==> config.mk <==
export PLATFORM = sky130hd
export DESIGN_NAME = lut4_cfg_ctrl
export DESIGN_NICKNAME = d
export VERILOG_FILES = /design/src/rtl/lut4_cfg_ctrl.sv
export SDC_FILE = /design/constraint.sdc
export NUM_CORES = 1
export LEC_CHECK = 0
export ABC_AREA = 1
export CORE_MARGIN = 2
export CORE_UTILIZATION = 32
export CTS_CLUSTER_SIZE = 24
export DETAILED_ROUTE_END_ITERATION = 6
export PLACE_DENSITY = 0.56
export SLEW_MARGIN = 20
export SYNTH_ARGS = -nofsm -noshare
export SYNTH_HDL_FRONTEND = slang
export SYNTH_SLANG_ARGS = --single-unit
==> constraint.sdc <==
create_clock -name clk -period 1.7 [get_ports clk]
set_clock_uncertainty 0.1 [all_clocks]
set_input_delay 0.425 -clock clk [delete_from_list [all_inputs] [get_ports clk]]
set_output_delay 0.425 -clock clk [all_outputs]
set_load 0.1 [all_outputs]
==> src/rtl/lut4_cfg_ctrl.sv <==
// Run-time reconfigurable 4-input LUT: serial INIT loading over a valid/ready stream,
// atomic commit, and a registered one-lookup-per-cycle evaluation port.
module lut4_cfg_ctrl #(
   parameter logic [15:0] INIT      = 16'h9701,
   parameter bit          MSB_FIRST = 1'b1
) (
   input  logic       clk,
   input  logic       rst_n,
   input  logic       cfg_start,
   input  logic       cfg_valid,
   input  logic       cfg_bit,
   output logic       cfg_ready,
   output logic       cfg_done,
   output logic       cfg_err,
   input  logic       eval_valid,
   output logic       eval_ready,
   input  logic [3:0] I,
   output logic       O,
   output logic       O_valid
);

   typedef enum logic [1:0] {
      ST_RUN    = 2'd0,
      ST_LOAD   = 2'd1,
      ST_COMMIT = 2'd2
   } state_e;

   state_e      state_q, state_d;
   logic [15:0] init_q, init_d;
   logic [15:0] shift_q, shift_d;
   logic [3:0]  count_q, count_d;
   logic        o_q, o_d;
   logic        o_valid_q, o_valid_d;
   logic        err_q, err_d;
   logic [15:0] shift_in;

   // The table only changes on the 16th accepted bit, so lookups never see a partial load.
   assign shift_in = MSB_FIRST ? {shift_q[14:0], cfg_bit} : {cfg_bit, shift_q[15:1]};

   always_comb begin
      // NOTE: every _d is given its hold/idle value first so no path leaves it unassigned (no latch).
      state_d   = state_q;
      init_d    = init_q;
      shift_d   = shift_q;
      count_d   = count_q;
      o_d       = o_q;
      o_valid_d = 1'b0;
      err_d     = 1'b0;
      case (state_q)
         ST_RUN: begin
            if (eval_valid) begin
               o_d       = init_q[I];
               o_valid_d = 1'b1;
            end
            if (cfg_start) begin
               state_d = ST_LOAD;
               shift_d = '0;
               count_d = '0;
            end
         end
         ST_LOAD: begin
            if (cfg_start) begin
               shift_d = '0;
               count_d = '0;
               err_d   = 1'b1;
            end else if (cfg_valid) begin
               shift_d = shift_in;
               count_d = count_q + 4'd1;
               if (count_q == 4'd15) begin
                  init_d  = shift_in;
                  state_d = ST_COMMIT;
               end
            end
         end
         ST_COMMIT: state_d = ST_RUN;
         default:   state_d = ST_RUN;
      endcase
   end

   always_ff @(posedge clk) begin
      // NOTE: non-blocking assignments only, so every register sees pre-edge values of the others.
      if (!rst_n) begin
         state_q   <= ST_RUN;
         init_q    <= INIT;
         shift_q   <= '0;
         count_q   <= '0;
         o_q       <= 1'b0;
         o_valid_q <= 1'b0;
         err_q     <= 1'b0;
      end else begin
         state_q   <= state_d;
         init_q    <= init_d;
         shift_q   <= shift_d;
         count_q   <= count_d;
         o_q       <= o_d;
         o_valid_q <= o_valid_d;
         err_q     <= err_d;
      end
   end

   assign cfg_ready  = (state_q == ST_LOAD);
   assign eval_ready = (state_q == ST_RUN);
   assign cfg_done   = (state_q == ST_COMMIT);
   assign cfg_err    = err_q;
   assign O          = o_q;
   assign O_valid    = o_valid_q;

endmodule

After elaboration in Yosys (flattened, before gate mapping)
Index checks and enable logic that the tools add are counted.
{"block": "op_classes", "order_cmp": 1, "mux": 17, "addsub": 1, "n_bitwise": 1, "eq_ne": 8, "n_reduce_logical": 8}
{"op": "15-bit two-way mux", "count": 3}
{"op": "15-bit one-hot mux with 2 select lines", "count": 1}
{"op": "4-bit two-way mux", "count": 3}
{"op": "2-bit two-way mux", "count": 4}
{"op": "4-bit one-hot mux with 2 select lines", "count": 1}
{"op": "4-bit AND reduction", "count": 2}
{"op": "2-bit inequality test (second input constant)", "count": 3}
{"op": "2-bit AND reduction", "count": 3}
{"op": "4-bit by 5-bit < comparator with 1-bit output (second input constant)", "count": 1}
{"op": "4-bit by 1-bit adder with 4-bit output (second input constant)", "count": 1}
{"op": "1-bit binary-select mux with 4-bit select", "count": 1}
{"op": "4-bit == test (second input constant)", "count": 1}
{"op": "2-bit one-hot mux with 2 select lines", "count": 1}
{"op": "1-bit two-way mux", "count": 3}
{"op": "3-bit inequality test (second input constant)", "count": 1}
{"op": "3-bit AND reduction", "count": 1}
{"op": "2-bit by 1-bit == test with 1-bit output (second input constant)", "count": 1}
{"op": "2-bit == test (second input constant)", "count": 1}
{"op": "2-bit logical NOT", "count": 1}
{"op": "2-bit by 1-bit inequality test with 1-bit output (second input constant)", "count": 1}
{"op": "2-bit nonzero test", "count": 1}
{"op": "1-bit inverter", "count": 1}
{"block": "word_totals", "inputBits": 10, "register_bits": 40, "output_inout_bits": 6}

Depth between registers and ports, before layout
{"block": "logic_depth", "word_depth": 5, "mapped_depth": 9, "mapped_depth_nobuf": 9}

Worst setup path before layout
No wires, ideal clock.
{"block": "synth_timing", "kind": "register to register", "from": "register state_q[1]", "to": "register o_q (netlist: O)", "path_buffers": 0, "setup_slack_ns": -0.662, "path_stages_with_launch": 8, "period_less_slack_ns": 2.362, "arrival_time_ns": 2.206, "required_time_ns": 1.544, "setup_ns": 0.056, "cell_sequence": "dfxtp_1 -> nor2_1 -> nand2_1 -> inv_1 -> nor2_1 -> nor2_1 -> nand2_1 -> inv_1"}
{"block": "synth_between", "elab_chain_len": 2}
{"element": "start, declared", "line": "28", "rtl": "state_e state_q, state_d;"}
{"element": "start signal, assigned", "line": "91", "rtl": "state_q <= state_d;"}
{"element": "2-bit logical NOT"}
{"element": "named net eval_ready", "line": "16", "rtl": "output logic eval_ready,"}
{"element": "2-bit AND reduction (no source line)"}
{"element": "end signal, assigned", "line": "87", "rtl": "o_q <= 1'b0;"}
{"element": "end signal, assigned", "line": "95", "rtl": "o_q <= o_d;"}
{"element": "end, declared", "line": "32", "rtl": "logic o_q, o_d;"}
The timed path passes the listed nets, and every way through them passes these cells.
A chain may end at the register's enable or synchronous reset.

Worst setup path in the final report
{"block": "layout_timing", "from": "register state_q[0]", "to": "output port cfg_ready"}
{"block": "layout_between", "elab_chain_len": 1}
{"element": "2-bit by 1-bit == test with 1-bit output", "line": "101", "rtl": "assign cfg_ready = (state_q == ST_LOAD);"}
{"element": "end, declared", "line": "12", "rtl": "output logic cfg_ready,"}
No other way between the ends.

==> impl_metrics.tcl <==
set metrics [dict create \
    drcViolationCount 0 \
    clock_sinks 40 \
    crit_path_end_kind "primary output" \
    yosysTopAreaCell "dfxtp_1" \
    timing.final.crit_share 0.953 \
    wirelength_um 3480 \
    dieWidth_um 76.9 \
    firstDrtPassIters 4 \
    synth_area_per_cell_um2 7.63 \
    finalSetupTns_ps 0 \
    grt_overflow 0 \
    worstSetupPathType "reg -> out" \
    grt_pass1_wl_um 6180 \
    grt_pass1_vias 1313 \
    powerDensity_nw_per_um2 888 \
    p_leak_nw 0.894 \
    path_clk_slew_ps 70 \
    synth_top_cell_area_share 0.471 \
    synthFlopType "dfxtp_1" \
    critical_path.cell_chain "inv_2 -> nor2_8 -> buf_12" \
    yosys_warnings 0 \
    routed_via_density 4.46 \
    slew_violations 0 \
    antenna_found_initial 0 \
    ant_nets 0 \
    vias 1431 \
    crit_buf_inv 2 \
    crit_slowest_cell "dfxtp_2" \
    die_y_um 76.9 \
    io_pins 16 \
    nFillCells 534 \
    fmax_mhz 617 \
    nNetsFinal 261 \
    cap_violations 0 \
    crit_arrival_ps 1100 \
    holdCritPathClass "reg -> reg" \
    port_buffers 15 \
    async_flop_share 0 \
    cts_root_buf "clkbuf_8" \
    period_needed_ps 1620 \
    cts.hold.buffers_added 0 \
    synth.area.top_cells "dfxtp_1 (47%), nand2_1 (15%), a21oi_1 (8.2%)" \
    crit_required_ps 1170 \
    track_usage 0.130 \
    max_stage_delay_ps 400 \
    drt-initial-drc-count 72 \
    rsz0062_at_grt "no" \
    core-area_um2 5110 \
    crit_family "flip-flops" \
    wl_per_cell_um 10.8 \
    slew_headroom 0.666 \
    tightest_slew_ps 501 \
    clockBufferDepth 2 \
    gp_congestion 0.723 \
    setup_viol 0 \
    netlist_instances 223 \
    grt_max_degree 29 \
    syn_to_final_growth_pct 28.0 \
    worstSetupStartpointType "flip-flop" \
    synth.most_common_cell "nand2_1" \
    cts_tree "done" \
    start_util 0.333 \
    ys_top_cells_by_count "nand2_1 (68), dfxtp_1 (40), a21oi_1 (28)" \
    status "complete, no violations" \
    clk_latency_ps 290 \
    worstPathMaxFanout 4 \
    dieArea_um2 5910 \
    syn-num-nets 234 \
    rows 26 \
    final_util 0.426 \
    num_antenna_cells 0 \
    syn-cell-area_um2 1700 \
    hpwl_um 2490 \
    hold_viol 0 \
    ys_seq_elements 40 \
    synth_edf_count 0 \
    tritoncts.num_buffers 5 \
    drive_above_1_share 0.179 \
    ir_drop_mv 0.376 \
    h-tree-depth 2 \
    yosysSeqAreaShare 0.471 \
    synth_cell_type_count 28 \
]
-- metal layers --
layer	routed length, µm	vias up	track usage
met3	100	4	0.0435
met5	0	-	0
met2	1540	17	0.190
li1	-	775	-
met1	1800	635	0.176
met4	31	0	0.0491
-- repair_timing --
action | 4_1_cts | 5_1_grt
resized for setup | 2 | 0
setup buffers | 0 | 0
setup endpoints to repair | 2 | 0
-- worst paths after layout --
path,from,to,slack [ps],depth (start not counted)
worst min-delay path,init_q[13],init_q[13],360,2
worst max register to register,count_q[0],init_q[6],260,6
worst min register to register,init_q[13],init_q[13],360,2
worst max-delay path,state_q[0],cfg_ready,80,3
-- layout make-up --
cell class	instances	area, µm²	share of cell area
sequential	40	803	0.369
timing repair buffer	28	320	0.147
inverter	23	90.1	0.0414
tap	70	87.6	0.0403
multi-input combinational	152	767	0.353
clock inverter	2	35.0	0.0161
clock buffer	6	72.6	0.0334
-- cells by family (layout without fill, tap and decap cells) --
family,count (synthesis),in the layout,share of synthesized area
adders and majority gates,1,1,0.00736
AOI/OAI and AO/OA,41,41,0.132
xor gates and xnor gates,1,1,0.00515
buffers and inverters,31,59,0.0868
DFF,40,40,0.471
and+or+nand+nor,109,109,0.298
-- registers in the layout, summed over array words and instances (netlist names) --
signal,count
init_q,16
shift_q,15
count_q,4
state_q,2
O,1
O_valid,1
cfg_err,1
-- worst register-to-register path, delay by kind of cell, from the launching register on --
kind / cells / cell delay [ps]
AOI/OAI and AO/OA: 1 / 140
adders and majority gates: 1 / 210
buffers and inverters: 1 / 140
DFF: 1 / 370
and+or+nand+nor: 3 / 410
-- stage by stage --
step	hold slack, ps	instance area (µm²)	setup slack (ps)	power [mW]	instances
floorplan	329	1720	9.61	1.11	223
global placement	349	2070	-147	1.20	313
detailed placement	345	2070	-145	1.20	313
CTS	359	2180	62.5	1.96	321
global route	378	2180	27.7	2.02	321
finish	357	2180	79.6	1.93	321
-- where the power goes --
part | internal [mW] | switching [mW] | leakage [nW]
Combinational | 0.0835 | 0.136 | 0.514
Sequential | 0.947 | 0.0106 | 0.324
Clock | 0.436 | 0.319 | 0.0552
-- placed cells by master, fill, tap and decap left out, drive strengths merged, types with 2 or more instances in the layout --
cell           netlist  layout
o221ai               2       2
buf                  7      19
nand2               73      73
nor3                 2       2
a21oi               29      29
o21ai                7       7
clkbuf               1       6
dfxtp               40      40
nand3               21      21
clkinv               2       3
clkdlybuf4s50        0       9
nor2                11      11
o211ai               3       3
inv                 21      21
(Power assumes the default switching activity.)
